===== src/rtl/mbist_mem_responder.sv =====
// Memory-side responder for the march-test BIST controller: up/down address counter,
// DEPTH x 1-bit array, compare logic, saturating mismatch counter and stuck-at injection.
module mbist_mem_responder #(
  parameter int unsigned ADDR_W = 4,
  parameter int unsigned DEPTH  = 2 ** ADDR_W,
  parameter int unsigned ERR_W  = 8
) (
  input  logic              clk,
  input  logic              rst,
  input  logic              reset,
  input  logic              preset,
  input  logic              en,
  input  logic              up_down,
  input  logic              read,
  input  logic              write,
  input  logic              data,
  input  logic              fault_en,
  input  logic [ADDR_W-1:0] fault_addr,
  input  logic              fault_val,
  output logic              carry,
  output logic              is_equal,
  output logic [ADDR_W-1:0] addr,
  output logic [ERR_W-1:0]  err_cnt,
  output logic              proto_err
);

  localparam logic [ADDR_W-1:0] AddrMax = ADDR_W'(DEPTH - 1);
  localparam logic [ERR_W-1:0]  ErrMax  = {ERR_W{1'b1}};

  logic [ADDR_W-1:0] addr_q, addr_d;
  logic [DEPTH-1:0]  mem_q;
  logic [ERR_W-1:0]  err_cnt_q;
  logic              proto_err_q;
  logic              rd_bit;
  logic              rd_op;
  logic              wr_op;
  logic              mismatch;

  // Simultaneous read and write is a protocol violation: neither operation takes effect.
  assign rd_op = read & ~write;
  assign wr_op = write & ~read;

  // Injection only masks the read path; stored contents stay intact.
  assign rd_bit   = (fault_en && (addr_q == fault_addr)) ? fault_val : mem_q[addr_q];
  assign mismatch = rd_op & (rd_bit != data);

  always_comb begin
    addr_d = addr_q;
    if (reset) begin
      addr_d = '0;
    end else if (preset) begin
      addr_d = AddrMax;
    end else if (en) begin
      addr_d = up_down ? addr_q + ADDR_W'(1) : addr_q - ADDR_W'(1);
    end
  end

  always_ff @(posedge clk or posedge rst) begin
    if (rst) begin
      addr_q      <= '0;
      mem_q       <= '0;
      err_cnt_q   <= '0;
      proto_err_q <= 1'b0;
    end else begin
      addr_q <= addr_d;
      if (wr_op) begin
        mem_q[addr_q] <= data;
      end
      if (mismatch && (err_cnt_q != ErrMax)) begin
        err_cnt_q <= err_cnt_q + ERR_W'(1);
      end
      if (read && write) begin
        proto_err_q <= 1'b1;
      end
    end
  end

  // carry depends only on addr and direction, never on en, to avoid a loop via the controller.
  assign carry     = up_down ? (addr_q == AddrMax) : (addr_q == '0);
  assign is_equal  = ~mismatch;
  assign addr      = addr_q;
  assign err_cnt   = err_cnt_q;
  assign proto_err = proto_err_q;

endmodule


===== config.mk =====
export PLATFORM = sky130hd
export DESIGN_NAME = mbist_mem_responder
export DESIGN_NICKNAME = d
export VERILOG_FILES = /design/src/rtl/mbist_mem_responder.sv
export SDC_FILE = /design/constraint.sdc
export NUM_CORES = 1
export LEC_CHECK = 0
export ABC_AREA = 1
export CORE_UTILIZATION = 52
export CTS_BUF_LIST = sky130_fd_sc_hd__clkbuf_16
export DETAILED_ROUTE_END_ITERATION = 12
export GPL_TIMING_DRIVEN = 0
export PLACE_DENSITY = 0.79
export SYNTH_ARGS = -nofsm -noshare
export SYNTH_HDL_FRONTEND = slang
export SYNTH_SLANG_ARGS = --single-unit

===== constraint.sdc =====
create_clock -name clk -period 2 [get_ports clk]
set_input_delay 0.4 -clock clk [delete_from_list [all_inputs] [get_ports clk]]
set_output_delay 0.4 -clock clk [all_outputs]
set_load 0.03 [all_outputs]

==> results of run 1 <==
-- cells in the final DEF, fill, tap and decap left out, types with 4 or more instances in the layout --
cell type        instances
clkdlybuf4s50_1         24
nand4_1                  9
buf_6                    4
xnor2_1                  4
nor2_1                   9
dfrtp_1                 25
nor2_2                   4
nand2_2                 12
o21ai_0                 18
a31oi_1                  6
a21oi_1                  6
dfrtp_2                  4
buf_4                    6
clkbuf_16                5
nand2_1                 82
xor2_1                   6
inv_1                   17
nor3_1                   4
nand3_1                  5
-- power groups by stage --
stage	sequential, mW	clock [mW]	combinational [mW]
5_1_grt	0.945	0.716	0.992
3_3_place_gp	0.899	0	0.779
4_1_cts	0.910	0.695	0.855
3_5_place_dp	0.903	0	0.796
6_report	0.923	0.684	0.886
2_1_floorplan	0.969	0	0.478
-- cell families (layout without fill, tap and decap cells) --
kind of cell    after synthesis  in the layout  share of synthesized area (%)
buf+inv                      22             66                           5.57
simple gates                130            130                           32.4
fa+ha+maj                     4              4                           3.29
xor+xnor                     10             10                           5.00
flops                        29             29                           41.4
compound gates               35             35                           12.3
-- area by class of cell --
cell class                      count  area [um^2]  area share [%]
Buffer                              3         26.3            1.11
Multi-Input combinational cell    179          991            41.8
Clock buffer                        5          125            5.28
Clock inverter                      3         11.3           0.475
Sequential cell                    29          731            30.8
Inverter                           18         72.6            3.06
Tap cell                           44         55.1            2.32
Timing Repair Buffer               37          359            15.1
-- critical path, stage by stage (launching register included) --
cell and delay, ns:
dfrtp_2 0.44, inv_2 0.09, buf_6 0.14, nand2_1 0.05, nand2_1 0.05, nand2_1 0.04, nand2_1 0.07, nand2_1 0.06
nand2_2 0.09, o21bai_4 0.08, a21oi_4 0.14, nand2_2 0.06, buf_6 0.14
-- timing repair --
action                                  CTS  global route
endpoints found under the setup margin    2            11
resized for setup                        31             9
setup buffers                             7             1
pin swaps                                 8             8
-- layer usage --
layer  routed length, um  share of wire [%]
met1                2020                 46
met3                 233                5.3
met2                2060                 47
met5                   0                  0
met4                 103                2.3
-- stage by stage --
stage / setup TNS, ns / std cells / total power, mW / util [%]
2_1_floorplan: 0 / 230 / 1.45 / -
3_3_place_gp: -1.91 / 303 / 1.68 / 67.2
3_5_place_dp: -2.04 / 303 / 1.70 / 67.2
4_1_cts: -0.162 / 317 / 2.46 / 74.5
5_1_grt: -0.277 / 318 / 2.65 / 75.8
6_report: -0.148 / 318 / 2.49 / 75.8
-- worst min path at each step --
stage,end,slack [ns],cells after the start
4_1_cts,proto_err,0.47,1
6_report,proto_err,0.47,1
2_1_floorplan,mem_q[9],0.45,2
3_3_place_gp,proto_err,0.46,1
3_5_place_dp,proto_err,0.45,1
5_1_grt,proto_err,0.49,1
-- sequential cells by signal, indices dropped and copies added, names as in the netlist --
| signal | count |
|---|---|
| mem_q | 16 |
| proto_err | 1 |
| err_cnt | 8 |
| addr | 4 |
==> impl_metrics.py, run 1 <==
metrics = {
    "critical_path": {
        "r2r_end": "err_cnt[5]",
        "worst_ep_required_time_ns": 1.60,
        "r2r_setup_slack_ns": 0.18,
        "endpoint": "is_equal",
        "worst_setup_path_end_kind": "output pin",
        "crit_type": "flip-flop to output pin",
        "reg2reg_from": "addr[0]",
        "crit_arrival_ns": 1.75,
        "cp_max_fo": 8,
        "crit_start": "addr[0]",
        "reg2reg_depth": 12,
        "startpoint_type": "flip-flop",
    },
    "yosys": {
        "synthTopCellsByArea": "dfrtp_1 (41%), nand2_1 (20%), o21ai_0 (5.1%)",
        "yosysTopAreaCellShare_pct": 41.4,
        "synth.cells.most_frequent": "nand2_1 (92), dfrtp_1 (29), o21ai_0 (18)",
        "yosys_warnings": 0,
        "async_reset_ff_share_pct": 100,
        "syn_nets": 249,
        "yosys.area.top_type": "dfrtp_1",
        "synthCells": 230,
        "synth_edf_count": 0,
        "synth_seq_area_share_pct": 41.4,
        "yosysUniqueCellTypes": 29,
        "synth_flop_cell": "dfrtp_1",
        "ys_seq_elements": 29,
        "syn_area_um2": 1750,
        "avgSynthCellArea_um2": 7.62,
        "yosysMostFrequentCell": "nand2_1",
    },
    "job": {
        "max_cap_violations": 0,
    },
    "floorplanning": {
        "die_height_um": 60.0,
        "initial_core_util_pct": 56.0,
        "io-pin-count": 30,
        "dieArea_um2": 3600,
        "core_um2": 3130,
        "rows": 20,
        "die_w_um": 60.0,
    },
    "route": {
        "wirelength_um": 4420,
        "via_per_inst": 5.34,
        "drtPass1Iterations": 4,
        "drtAntennaViolNets": 0,
        "wl_per_cell_um": 13.9,
        "vias": 1698,
        "drt_iter0_markers": 106,
        "drc": 0,
    },
    "timing": {
        "fmax_ghz": 0.466,
        "slew_headroom_pct": 25.1,
        "postLayoutSetupSlackWorst_ns": -0.148,
        "worst_pin_slew_ns": 1.12,
        "maxSlewViolCount": 0,
        "holdWs_ns": 0.473,
        "setup_viol": 1,
        "hold_violations": 0,
        "finClkSkew_ns": 0.00565,
        "rsz0062_at_grt": "yes",
        "post-route-period-util_pct": 107,
        "fin_crit_ns": 2.15,
    },
    "outcome": {
        "violations": "negative setup slack",
        "status": "finished with violations",
    },
    "place": {
        "place_hpwl_um": 2830,
        "placed_area_um2": 2100,
        "gp_congestion": 0.830,
        "io_buffer_count": 29,
        "pre_cts_slack_ns": -0.781,
    },
    "min_path": {
        "min_path_type": "flip-flop to flip-flop",
        "min-delay-start": "proto_err",
    },
    "pwr": {
        "peakVddDrop_uv": 958,
        "clkPwrFrac_pct": 27.4,
        "comb_power_share_pct": 35.5,
        "swShare_pct": 36.2,
        "p_leak_nw": 1.13,
        "p_per_area_nw_per_um2": 1050,
        "power_frac_seq_pct": 37.0,
        "netSwitchingPower_mw": 0.902,
        "power.internal_mw": 1.59,
    },
    "global_routing": {
        "met1_usage_pct": 38.8,
        "busiest_layer": "met2",
        "grt_util_met3_pct": 4.33,
        "antenna_found_initial": 0,
        "grt_overflow_total": 0,
        "grt_pass1_wl_um": 7130,
        "grt_pass1_vias": 1538,
        "met2_usage_pct": 41.7,
        "grtUsageTotal_pct": 27.4,
        "grt_max_degree": 30,
    },
    "cts": {
        "cts_sinks": 29,
        "cts_tree": "built",
        "clockBufferDepth": 2,
        "ctsHoldBuffers": 0,
        "clock_latency_ns": 0.27,
        "numCtsBuffers": 5,
        "root_buffer": "clkbuf_16",
        "path_clk_slew_ns": 0.05,
        "h-tree-depth": 2,
    },
    "cells_and_area": {
        "final_area_um2": 2370,
        "drive_gt1_share_pct": 17.9,
        "fillers": 224,
        "layout.nets": 292,
        "syn_to_final_growth_pct": 35.4,
        "antenna_cells": 0,
    },
}
(Power assumes the default switching activity.)
==> inputs of run 2 (changes only) <==
--- a/config.mk
+++ b/config.mk
@@ -6,6 +6,7 @@
 export NUM_CORES = 1
 export LEC_CHECK = 0
 export ABC_AREA = 1
+export CAP_MARGIN = 10
 export CORE_UTILIZATION = 52
 export CTS_BUF_LIST = sky130_fd_sc_hd__clkbuf_16
 export DETAILED_ROUTE_END_ITERATION = 12
==> constraint.sdc (replaced) <==
create_clock -name clk -period 2.35 [get_ports clk]
set_input_delay 0.47 -clock clk [delete_from_list [all_inputs] [get_ports clk]]
set_output_delay 0.47 -clock clk [all_outputs]
set_load 0.03 [all_outputs]
==> run 2 against run 1 <==
Net effect:
- the run now ends clean
- design area grew 0.47%
- total power shrank 16%
- clock-buffer cell count is the same
- final cell count grew 1.3%
- via count shrank 0.71%
- die area is the same
- setup slack gained 0.20 ns
- highest routed layer unchanged
- critical path depth grew 1
- register-to-register slack gained 0.24 ns
- sequential share of layout area shrank 0.25 points
==> impl_metrics.py, run 2 (synthesized netlist as in run 1, its figures left out) <==
metrics = {
    "outcome": {
        "status": "complete, no violations",
    },
    "timing": {
        "slew_headroom_pct": 57.6,
        "fin_crit_ns": 2.30,
        "postLayoutSetupSlackWorst_ns": 0.0517,
        "setup_viol": 0,
        "hold_violations": 0,
        "post-route-period-util_pct": 97.8,
        "worst_pin_slew_ns": 0.632,
        "holdWs_ns": 0.463,
        "finClkSkew_ns": 0.00798,
        "maxSlewViolCount": 0,
        "fmax_ghz": 0.435,
    },
    "critical_path": {
        "max_stage_delay_ns": 0.46,
        "r2r_setup_slack_ns": 0.42,
        "cp_max_fo": 8,
        "cp_top_family": "simple AND/OR/NAND/NOR gates",
        "crit_type": "flip-flop to output pin",
        "startpoint_type": "flip-flop",
        "path_common_cell": "nand2_1",
        "worst_setup_path_end_kind": "output pin",
        "worst_ep_required_time_ns": 1.88,
        "worstPathBufferInverterCount": 4,
        "crit_arrival_ns": 1.83,
        "reg2reg_depth": 12,
        "path_cells": "inv_2, buf_6, nand2_1, nand2_1, nand2_1, nand2_1, nand2_1, nand2_2, inv_1, nand2_2, nand3_4, nand2_2, buf_6",
        "slowest_stage": "dfrtp_2",
        "cp_num_cells": 13,
    },
    "global_routing": {
        "grt_pass1_wl_um": 6680,
        "grt_max_degree": 30,
        "grtUsageTotal_pct": 25.9,
        "grt_pass1_vias": 1453,
        "grt_overflow_total": 0,
        "antenna_found_initial": 0,
    },
    "cells_and_area": {
        "syn_to_final_growth_pct": 36.0,
        "final_cell_mix": "nand2_1 (91), dfrtp_1 (27), clkdlybuf4s50_1 (24), o21ai_0 (18), inv_1 (16)",
        "fillers": 224,
        "largest_reg_flops": 16,
        "final_common_cell": "nand2_1",
        "top_register": "mem_q",
        "antenna_cells": 0,
        "drive_gt1_share_pct": 14.0,
        "layout.nets": 297,
    },
    "pwr": {
        "p_leak_nw": 1.17,
        "swShare_pct": 35.9,
        "power.internal_mw": 1.35,
        "power_frac_seq_pct": 36.7,
        "peakVddDrop_uv": 652,
        "p_per_area_nw_per_um2": 882,
        "power_mw": 2.10,
        "comb_power_share_pct": 35.7,
        "clkPwrFrac_pct": 27.6,
        "netSwitchingPower_mw": 0.753,
    },
    "place": {
        "pre_cts_slack_ns": -0.574,
        "place_hpwl_um": 2840,
        "gp_congestion": 0.812,
        "io_buffer_count": 29,
    },
    "route": {
        "drt_iter0_markers": 94,
        "wl_per_cell_um": 13.9,
        "drtAntennaViolNets": 0,
        "via_per_inst": 5.24,
        "vias": 1686,
        "wirelength_um": 4470,
        "drc": 0,
        "drtPass1Iterations": 4,
    },
    "floorplanning": {
        "initial_core_util_pct": 56.0,
        "dieArea_um2": 3600,
        "io-pin-count": 30,
        "core_um2": 3130,
        "rows": 20,
        "die_height_um": 60.0,
        "die_w_um": 60.0,
    },
    "cts": {
        "numCtsBuffers": 5,
        "cts_sinks": 29,
        "cts_tree": "built",
        "h-tree-depth": 2,
        "root_buffer": "clkbuf_16",
        "path_clk_slew_ns": 0.05,
        "clock_latency_ns": 0.28,
        "clockBufferDepth": 2,
    },
    "min_path": {
        "min_path_type": "primary input to asynchronous set/reset pin",
    },
    "job": {
        "max_cap_violations": 0,
    },
}
-- run 2: changes by cell type in the layout (fill, tap and decap cells not counted), moves of 2 or more --
cell and delta:
buf_4 +5, dfrtp_1 +2, dfrtp_2 -2, dlygate4sd2_1 -2
dlymetal6s2s_1 +3, nand2_1 +9, nand2_2 -9
-- run 2: path summary, 6_finish.rpt --
check / start / to
min in group clk: mem_q[12] / mem_q[12]
worst max-delay path: addr[0] / is_equal
worst min-delay path: rst / mem_q[8]
worst max register to register: addr[0] / err_cnt[3]
worst min register to register: mem_q[12] / mem_q[12]
max in group asynchronous: rst / addr[3]
-- run 2: area by class of cell --
cell class / instances / area (um^2) / share of cell area [%]
Inverter: 18 / 70.1 / 2.94
Timing Repair Buffer: 41 / 408 / 17.1
Clock inverter: 2 / 7.51 / 0.315
Tap cell: 44 / 55.1 / 2.31
Sequential cell: 29 / 728 / 30.6
Clock buffer: 5 / 125 / 5.25
Buffer: 4 / 37.5 / 1.58
Multi-Input combinational cell: 179 / 951 / 39.9
-- run 2: metal layers --
metal	track usage, %	up-vias	share of wire [%]	wire (um)
met4	7.97	0	1.6	71
met1	35.6	779	46	2060
met5	0	-	0	0
met3	6.71	8	5.9	262
li1	-	853	-	-
met2	40.0	46	47	2080
-- run 2: per-stage QoR --
| step | std cells | instance area, um^2 | util, % | TNS (ns) |
|---|---|---|---|---|
| floorplan | 230 | 1750 | - | 0 |
| finish | 322 | 2380 | 76.2 | 0 |
| global placement | 303 | 2100 | 67.0 | -0.773 |
| detailed placement | 303 | 2100 | 67.0 | -0.774 |
| CTS | 311 | 2240 | 71.7 | -0.0588 |
| global route | 322 | 2380 | 76.2 | -0.0298 |
-- run 2: repair_timing --
action	4_1_cts	5_1_grt
endpoints found under the setup margin	2	1
setup buffers	1	10
resized for setup	11	12
pin swaps	1	8
hold buffers	0	0
-- run 2: power by group through the flow --
stage / Combinational, mW / Sequential [mW] / Clock (mW)
finish: 0.750 / 0.770 / 0.581
detailed placement: 0.675 / 0.766 / 0
global route: 0.835 / 0.786 / 0.603
CTS: 0.685 / 0.765 / 0.583
global placement: 0.661 / 0.765 / 0
floorplan: 0.406 / 0.824 / 0
